--- src/rtl/usrred_pkg.sv ---
// rtl/usrred_pkg.sv - shared op encodings, state type and identity helper for usrred
package usrred_pkg;

    localparam int ID_W = 128;

    localparam logic OP_SUM = 1'b0;
    localparam logic OP_MAX = 1'b1;

    typedef enum logic [1:0] {
        S_IDLE = 2'd0,
        S_ACC  = 2'd1,
        S_OUT  = 2'd2
    } state_e;

    // Reduction identity for a w-bit signed element: 0 for sum, most negative value for max.
    // Callers truncate the result to their own width.
    function automatic logic [ID_W-1:0] identity(input logic op, input int w);
        return (op == OP_MAX) ? ({ID_W{1'b1}} << (w - 1)) : '0;
    endfunction

endpackage

--- src/rtl/usrred_if.sv ---
// rtl/usrred_if.sv - start/element/result handshake bundle of the usrred reduction stage
interface usrred_if #(
    parameter int WIDTH = 64,
    parameter int LEN_W = 16
);
    logic             usrred_start;
    logic             usrred_op;
    logic [LEN_W-1:0] usrred_len;
    logic             usrred_i_valid;
    logic             usrred_i_ready;
    logic [WIDTH-1:0] usrred_i;
    logic             usrred_o_valid;
    logic             usrred_o_ready;
    logic [WIDTH-1:0] usrred_o;
    logic             usrred_busy;
    logic             usrred_ovf;

    modport master (
        output usrred_start, usrred_op, usrred_len, usrred_i_valid, usrred_i, usrred_o_ready,
        input  usrred_i_ready, usrred_o_valid, usrred_o, usrred_busy, usrred_ovf
    );

    modport slave (
        input  usrred_start, usrred_op, usrred_len, usrred_i_valid, usrred_i, usrred_o_ready,
        output usrred_i_ready, usrred_o_valid, usrred_o, usrred_busy, usrred_ovf
    );
endinterface

--- src/rtl/usrred_alu.sv ---
// rtl/usrred_alu.sv - combinational sum/max step with overflow detect
// USRRED_SAT_EN: clamp sum on overflow instead of wrapping.
import usrred_pkg::*;

module usrred_alu #(
    parameter int WIDTH = 64
) (
    input  logic             op,
    input  logic [WIDTH-1:0] a,
    input  logic [WIDTH-1:0] b,
    output logic [WIDTH-1:0] y,
    output logic             ovf
);

`ifdef USRRED_SAT_EN
    localparam logic [WIDTH-1:0] MIN_V = WIDTH'(identity(OP_MAX, WIDTH));
`endif

    logic [WIDTH-1:0] sum;

    always_comb begin
        sum = a + b;
        ovf = 1'b0;
        y   = a;
        if (op == OP_SUM) begin
            ovf = (a[WIDTH-1] == b[WIDTH-1]) && (sum[WIDTH-1] != a[WIDTH-1]);
            y   = sum;
`ifdef USRRED_SAT_EN
            if (ovf) begin
                y = a[WIDTH-1] ? MIN_V : ~MIN_V;
            end
`endif
        end else if ($signed(b) > $signed(a)) begin
            y = b;
        end
    end

endmodule

--- src/rtl/usrred.sv ---
// rtl/usrred.sv - streaming sum/max vector reduction stage with valid/ready handshakes
// USRRED_SAT_EN (in usrred_alu) selects saturating sum.
import usrred_pkg::*;

module usrred #(
    parameter int WIDTH = 64,
    parameter int LEN_W = 16
) (
    input  logic     clk,
    input  logic     rst_n,
    usrred_if.slave  bus
);

    state_e             state_q, state_d;
    logic [WIDTH-1:0]   acc_q, acc_d;
    logic [LEN_W-1:0]   cnt_q, cnt_d;
    logic [LEN_W-1:0]   len_q, len_d;
    logic               op_q, op_d;
    logic               ovf_q, ovf_d;
    logic [WIDTH-1:0]   alu_y;
    logic               alu_ovf;

    usrred_alu #(.WIDTH(WIDTH)) u_alu (
        .op  (op_q),
        .a   (acc_q),
        .b   (bus.usrred_i),
        .y   (alu_y),
        .ovf (alu_ovf)
    );

    always_comb begin
        state_d = state_q;
        acc_d   = acc_q;
        cnt_d   = cnt_q;
        len_d   = len_q;
        op_d    = op_q;
        ovf_d   = ovf_q;
        case (state_q)
            S_IDLE: begin
                if (bus.usrred_start) begin
                    op_d  = bus.usrred_op;
                    ovf_d = 1'b0;
                    if (bus.usrred_len != '0) begin
                        len_d   = bus.usrred_len;
                        cnt_d   = '0;
                        state_d = S_ACC;
                    end else begin
                        acc_d   = WIDTH'(identity(bus.usrred_op, WIDTH));
                        state_d = S_OUT;
                    end
                end
            end
            S_ACC: begin
                if (bus.usrred_i_valid) begin
                    cnt_d = cnt_q + LEN_W'(1);
                    // First element seeds the accumulator so max needs no identity preload
                    if (cnt_q == '0) begin
                        acc_d = bus.usrred_i;
                    end else begin
                        acc_d = alu_y;
                        ovf_d = ovf_q | alu_ovf;
                    end
                    if (cnt_q == len_q - LEN_W'(1)) begin
                        state_d = S_OUT;
                    end
                end
            end
            S_OUT: begin
                if (bus.usrred_o_ready) begin
                    state_d = S_IDLE;
                end
            end
            default: state_d = S_IDLE;
        endcase
    end

    always_ff @(posedge clk or negedge rst_n) begin
        if (!rst_n) begin
            state_q <= S_IDLE;
            acc_q   <= '0;
            cnt_q   <= '0;
            len_q   <= '0;
            op_q    <= OP_SUM;
            ovf_q   <= 1'b0;
        end else begin
            state_q <= state_d;
            acc_q   <= acc_d;
            cnt_q   <= cnt_d;
            len_q   <= len_d;
            op_q    <= op_d;
            ovf_q   <= ovf_d;
        end
    end

    assign bus.usrred_i_ready = (state_q == S_ACC);
    assign bus.usrred_o_valid = (state_q == S_OUT);
    assign bus.usrred_o       = acc_q;
    assign bus.usrred_busy    = (state_q != S_IDLE);
    assign bus.usrred_ovf     = ovf_q;

endmodule

--- src/flat_wrapper.sv ---
// flat-port wrapper written by rule: the top's interface ports become plain ports
module usrred_flat 
#(
    parameter int WIDTH = 64,
    parameter int LEN_W = 16
)
  (clk, rst_n, bus_usrred_start, bus_usrred_op, bus_usrred_len, bus_usrred_i_valid, bus_usrred_i, bus_usrred_o_ready, bus_usrred_i_ready, bus_usrred_o_valid, bus_usrred_o, bus_usrred_busy, bus_usrred_ovf);
  usrred_if #(.WIDTH(WIDTH), .LEN_W(LEN_W)) bus_i ();
  input  logic clk;
  input  logic rst_n;
  input wire logic [$bits(bus_i.usrred_start)-1:0] bus_usrred_start;
  input wire logic [$bits(bus_i.usrred_op)-1:0] bus_usrred_op;
  input wire logic [$bits(bus_i.usrred_len)-1:0] bus_usrred_len;
  input wire logic [$bits(bus_i.usrred_i_valid)-1:0] bus_usrred_i_valid;
  input wire logic [$bits(bus_i.usrred_i)-1:0] bus_usrred_i;
  input wire logic [$bits(bus_i.usrred_o_ready)-1:0] bus_usrred_o_ready;
  output wire logic [$bits(bus_i.usrred_i_ready)-1:0] bus_usrred_i_ready;
  output wire logic [$bits(bus_i.usrred_o_valid)-1:0] bus_usrred_o_valid;
  output wire logic [$bits(bus_i.usrred_o)-1:0] bus_usrred_o;
  output wire logic [$bits(bus_i.usrred_busy)-1:0] bus_usrred_busy;
  output wire logic [$bits(bus_i.usrred_ovf)-1:0] bus_usrred_ovf;
  assign bus_i.usrred_start = bus_usrred_start;
  assign bus_i.usrred_op = bus_usrred_op;
  assign bus_i.usrred_len = bus_usrred_len;
  assign bus_i.usrred_i_valid = bus_usrred_i_valid;
  assign bus_i.usrred_i = bus_usrred_i;
  assign bus_i.usrred_o_ready = bus_usrred_o_ready;
  assign bus_usrred_i_ready = bus_i.usrred_i_ready;
  assign bus_usrred_o_valid = bus_i.usrred_o_valid;
  assign bus_usrred_o = bus_i.usrred_o;
  assign bus_usrred_busy = bus_i.usrred_busy;
  assign bus_usrred_ovf = bus_i.usrred_ovf;
  usrred #(.WIDTH(WIDTH), .LEN_W(LEN_W)) u_core (.clk(clk), .rst_n(rst_n), .bus(bus_i));
endmodule
--- config.mk ---
export PLATFORM = sky130hd
export DESIGN_NAME = usrred_flat
export DESIGN_NICKNAME = d
export VERILOG_FILES = /design/src/rtl/usrred_pkg.sv /design/src/rtl/usrred_if.sv /design/src/rtl/usrred_alu.sv /design/src/rtl/usrred.sv /design/src/flat_wrapper.sv
export SDC_FILE = /design/constraint.sdc
export NUM_CORES = 1
export LEC_CHECK = 0
export CORE_AREA = 2 2 131 184
export CTS_CLUSTER_DIAMETER = 120
export DETAILED_ROUTE_END_ITERATION = 12
export DIE_AREA = 0 0 133 186
export GPL_TIMING_DRIVEN = 0
export PLACE_DENSITY = 0.88
export RECOVER_POWER = 100
export SYNTH_ARGS = -nofsm -noshare
export SYNTH_HDL_FRONTEND = slang
export SYNTH_HIERARCHICAL = 1
export SYNTH_SLANG_ARGS = --single-unit
--- constraint.sdc ---
create_clock -name clk -period 3.2 [get_ports clk]
set_input_delay 0.96 -clock clk [delete_from_list [all_inputs] [get_ports clk]]
set_output_delay 0.96 -clock clk [all_outputs]
set_load 0.02 [all_outputs]
# Word level (Yosys, flattened, before mapping)
# Cells that the tools add are included.
# word_totals
in_bits	86
wordCells	59
output_inout_bits	68
register_bits	100
# op_classes
n_bitwise	1
reduce_logical	12
n_eq_ne	13
magnitude_cmp	1
n_mux	23
addsub	3
# op_table
op	n
$mux W64	7
$pmux W64 S2	1
$add A64 B64 Y64	1
$gt A64 B64 Y1	1
$mux W16	3
$pmux W16 S2	1
$add A16 B1 Y16 const B	1
$eq A16 B16 Y1	1
$logic_not A16 Y1	1
$reduce_bool A16 Y1	1
$sub A16 B1 Y16 const B	1
$reduce_and A4 Y1	3
$mux W2	5
$ne A2 B2 Y1 const B	5
$pmux W2 S3	1
$reduce_and A5 Y1	1
$mux W1	4
$ne A2 B1 Y1 const B	2
$ne A4 B4 Y1 const B	1
$reduce_bool A2 Y1	2
$reduce_and A3 Y1	1
$eq A2 B1 Y1 const B	1
$eq A2 B2 Y1 const B	1
$logic_not A2 Y1	1
other kinds (6)	6

# Longest topological paths before layout
# logic_depth
depth_word	8
mapped_depth	19
mapped_depth_nobuf	18

# Cells and area by module
# Netlist, hierarchy kept.
# by_module_without_submodules
module	seq_area_each_um2	cells_each	area_per_inst_um2	n_inst
usrred_alu	0.0	971	6612.6	1
usrred	2502.4	527	5207.5	1

# Worst setup path before layout
# No wires, ideal clock.
# synth_path
path_type	in2reg
start	input bus_usrred_i[27]
end	register u_core.acc_q[63], in the netlist u_core/bus.usrred_o[63]
t_arrival_ns	3.779
path_buffers	1
setup_time_ns	0.136
slack_ns	-0.715
required_time_ns	3.064
cell_stages	17
path_cell_list	ha_1 > buf_6 > or4_4 > a21oi_2 > o31ai_1 > a21boi_1 > nor3_2 > o31ai_4 > a31oi_1 > o41a_1 > a21oi_2 > xor2_1 > o21ai_0 > mux2i_1 > nand2_1 > o21ai_0 > o21ai_0
# synth_between
elab_chain_len	5
elab_cells_between_ends	8
cone_classes	add/sub (1); order compare (1); eq/ne (1); mux (4); reduce/logical (1)
# synth_rtl
element	line_no	source
start, declared	flat_wrapper.sv:15	input wire logic [$bits(bus_i.usrred_i)-1:0] bus_usrred_i;
$add A64 B64 Y64	usrred_alu.sv:22	sum = a + b;
$mux W64	usrred_alu.sv:25	if (op == OP_SUM) begin
net u_core.alu_y[63]	usrred.sv:20	logic [WIDTH-1:0] alu_y;
$mux W64	usrred.sv:57	if (cnt_q == '0) begin
$mux W64	usrred.sv:54	if (bus.usrred_i_valid) begin
$pmux W64 S2	usrred.sv:38	case (state_q)
end signal, assigned	usrred.sv:80	acc_q <= '0;
end signal, assigned	usrred.sv:87	acc_q <= acc_d;
end, declared	usrred.sv:15	logic [WIDTH-1:0] acc_q, acc_d;
# The timed path passes the listed nets, and every way through them passes these cells. The select of a mux whose other input is x is not followed.
# A chain may end at the register's enable or synchronous reset.

# Worst setup path after layout
# layout_path
start	input bus_usrred_i[1]
end	register u_core.acc_q[63], in the netlist u_core/bus.usrred_o[63]
# The elaborated chain is that of the path after synthesis.

==> flow_summary_export.csv <==
group,metric,value,unit
timing,setup_slack,-0.761,ns
logic_synthesis,synthFlopType,"dfrtp_1",
place,gp_congestion,0.938,
floorplanning,die_area,24700,um2
place,dpl.hpwl,28200,um
timing,worstMarginPinSlew,1.99,ns
floorplanning,pin_count,154,
pwr,power,0.0200,W
logic_synthesis,synth-compound-area-share,0.211,
finish,final_util,0.731,
logic_synthesis,avgSynthCellArea,7.89,um2
clock_tree,clk_latency,0.38,ns
place,pre_cts_slack,-1.77,ns
worst_setup_path,cpMaxStageDelayCell,"o41a_1",
min_path,hold_path_end,"u_core/op_q$_DFFE_PN0P_",
worst_setup_path,r2r_slack,-0.68,ns
timing,min_period,3.96,ns
worst_setup_path,worst_setup_path_end_kind,"flip-flop",
logic_synthesis,synthArstFlopShare,1.00,
routing,vias,13200,
place,dpl.cell_count,1958,
min_path,hold_start,"u_core/op_q$_DFFE_PN0P_",
timing,slew_headroom,-0.324,
clock_tree,cts_buffer_depth,2,
clock_tree,h-tree-depth,3,
worst_setup_path,r2r_cells,19,
logic_synthesis,ys_ff_latch,100,
timing,skew,0.0141,ns
floorplanning,rows,66,
logic_synthesis,synthXorXnorAreaFrac,0.0637,
logic_synthesis,netlist_instances,1498,
floorplanning,start_util,0.513,
clock_tree,cts.sinks,100,
clock_tree,numCtsBuffers,9,
global_routing,grt_max_degree,67,
pwr,power_density,1190,nW/um2
routing,avgRoutedWirePerCell,21.0,um
logic_synthesis,synthesis.nets,1715,
timing,post-route-period-util,1.24,
timing,rsz0062_at_grt,"true",
logic_synthesis,synth.mux.area_fraction,0.129,
worst_setup_path,crit_chain,"buf_8 -> ha_4 -> nor2b_4 -> o311ai_4 -> a31oi_4 -> a211oi_4 -> buf_6 -> nor4_4 -> nor3_4 -> o31ai_4 -> a31oi_2 -> o41a_1 -> a21oi_2 -> xor2_1 -> o21ai_1 -> mux2i_1 -> nand2_1 -> o21ai_1 -> o21ai_1",
logic_synthesis,yosysSeqAreaShare,0.212,
worst_setup_path,r2r-start,"u_core/bus.usrred_o[3]$_DFFE_PN0P_",
floorplanning,core_area,23000,um2
pwr,power.leakage,7.32,nW
clock_tree,ctsHoldBuffers,0,
timing,setup_viol,85,
place,io_buffers,153,
logic_synthesis,yosys.area_share.adder,0.139,
worst_setup_path,setup.worst_path.class,"in2reg",
routing,via_per_inst,6.37,
routing,detail_route.first_pass.iterations,6,
worst_setup_path,cp.arrival,4.20,ns
worst_setup_path,crit_path_max_fanout,3,
finish,fin_area,16800,um2
timing,hold_violations,0,
global_routing,grt_pass1_vias,13100,
routing,drtIter0Drc,1250,
place,place_area,14500,um2
worst_setup_path,crit_top_cell,"o21ai_1",
min_path,holdCritPathClass,"reg2reg",
timing,slew_violations,36,
job,timing.max_cap.violations,1,
clock_tree,cts_tree,"done",
status,status,"complete, but fails checks",
finish,final_nets,1984,
worst_setup_path,critical_path.max_stage_delay,0.38,ns
global_routing,grt_usage,0.331,
floorplanning,die_y,186,um
worst_setup_path,r2r_end,"u_core/bus.usrred_o[63]$_DFFE_PN0P_",
timing,clock.fmax,252,MHz
pwr,vdd_ir_drop_max,579,uV
clock_tree,clkTransAtPathRegs,0.09,ns
worst_setup_path,cp-startpoint,"bus_usrred_i[1]",
finish,fillers,1514,
clock_tree,cts-root-buf,"clkbuf_16",
global_routing,grt-ovfl-total,0,
status,violations,"capacitance limit, slew limit, setup timing",
logic_synthesis,synth.distinct_cells,82,
finish,instances_no_fill,2080,
global_routing,antenna_found_initial,1,
routing,drc_errors,0,
worst_setup_path,required,3.44,ns
floorplanning,floorplan.die.width,133,um
finish,drive_gt1_frac,0.271,
routing,routed_wl,43700,um
global_routing,grt_pass1_wl,66000,um
worst_setup_path,startpoint_type,"input pin",
logic_synthesis,synth_top_family_by_area,"compound AO/OA/AOI/OAI gates",
logic_synthesis,yosys.area_share.simple,0.172,
min_path,whs_path_depth,1,
finish,area_growth_syn_to_layout,42.5,%
logic_synthesis,synthesis.area,11800,um2
logic_synthesis,synth-edff-count,0,
routing,final_antenna_net_count,0,
logic_synthesis,yosysWarnings,6,
==> timing repair <==
action / in CTS / in global routing
pin swaps: 97 / 111
gates resized for setup: 345 / 161
endpoints found under the setup margin: 76 / 72
setup buffers: 72 / 50
gates cloned: 7 / 0
==> cells by family after synthesis <==
kind of cell    after synthesis
simple gates                411
compound gates              402
buf+inv                     218
mux                         150
fa+ha+maj                   131
flops                       100
xor+xnor                     86
==> worst max-delay path, delay by kind of cell <==
kind	cells	cell delay, ns
compound gates	10	1.76
simple gates	4	0.66
buf+inv	2	0.23
fa+ha+maj	1	0.22
xor+xnor	1	0.19
mux	1	0.18
==> sequential cells by signal, summed over array words and instances (netlist names) <==
register and flops:
u_core/bus.usrred_o 64, u_core/bus.usrred_ovf 1, u_core/cnt_q 16, u_core/len_q 16
u_core/op_q 1, u_core/state_q 2
==> final cells by class <==
cell class | instances | area (um2) | share of cell area
inverters | 136 | 522 | 0.0310
flip-flops and latches | 100 | 2500 | 0.149
well taps | 306 | 383 | 0.0227
clock buffers | 10 | 239 | 0.0142
diodes | 2 | 5.00 | 0.000297
multi-input cells | 1180 | 10200 | 0.605
repair buffers | 277 | 2510 | 0.149
clock inverters | 6 | 63.8 | 0.00379
plain buffers | 63 | 428 | 0.0254
==> stage by stage <==
stage	TNS (ns)	hold slack [ns]
6_report	-38.58	0.537
5_1_grt	-62.88	0.561
4_1_cts	-26.70	0.521
3_5_place_dp	-92.96	0.504
3_3_place_gp	-384.69	0.489
2_1_floorplan	-13.86	0.479
==> worst max path at each step <==
stage	end	slack [ns]	depth (start not counted)
2_1_floorplan	u_core/bus.usrred_o[63]$_DFFE_PN0P_	-0.58	16
3_3_place_gp	u_core/len_q[10]$_DFFE_PN0P_	-2.99	1
3_5_place_dp	u_core/bus.usrred_o[63]$_DFFE_PN0P_	-1.77	17
4_1_cts	u_core/bus.usrred_ovf$_DFFE_PN0P_	-0.68	18
5_1_grt	u_core/bus.usrred_o[63]$_DFFE_PN0P_	-0.83	19
6_report	u_core/bus.usrred_o[63]$_DFFE_PN0P_	-0.76	19
==> metal layers <==
metal | vias to the layer above | share of wire | global-route usage
li1 | 5854 | - | -
met5 | - | 0 | 0
met3 | 289 | 0.073 | 0.0561
met2 | 805 | 0.50 | 0.603
met4 | 0 | 0.076 | 0.222
met1 | 6297 | 0.35 | 0.350
==> power by group <==
group | switching, W | leakage [nW] | internal (W)
clock network | 0.000624 | 0.149 | 0.000579
logic | 0.00868 | 5.93 | 0.00748
registers | 0.000817 | 1.23 | 0.00182
total | 0.0101 | 7.32 | 0.00989
==> cells in the final DEF, fill, tap and decap left out, types with 10 or more instances in the layout <==
cell and count:
ha_4 61, xor2_1 10, nor3_1 26, mux2_2 17, inv_1 118, nor2b_1 12
o21bai_1 28, clkbuf_1 38, mux2i_1 121, buf_6 21, buf_4 106, clkbuf_2 19
nand4_1 28, o31ai_1 14, nand2_1 103, buf_2 14, a21oi_1 120, nor4_1 25
buf_12 10, nand3_1 15, dfrtp_1 99, clkdlybuf4s50_1 19, xnor2_1 72, o21ai_1 74
dlygate4sd3_1 69, o21ai_0 23, a21oi_2 37, dlygate4sd2_1 14, nor2_1 121, inv_2 14
ha_1 63
==> cells in the mapped netlist, drive strengths merged, types with 15 or more instances <==
library cell	count	area (um2)
nor3	31	160
o21bai	36	270
mux2	22	248
nor2	128	480
a21oi	163	827
xnor2	75	657
o31ai	24	194
buf	23	134
ha	130	1630
dfrtp	100	2500
nand2	108	405
mux2i	128	1280
nand3	18	90.1
nand4	28	175
nor2b	15	93.8
nor4	35	259
o21ai	107	536
clkbuf	59	221
inv	136	510
Note: power is estimated with default switching activity, not from simulation.
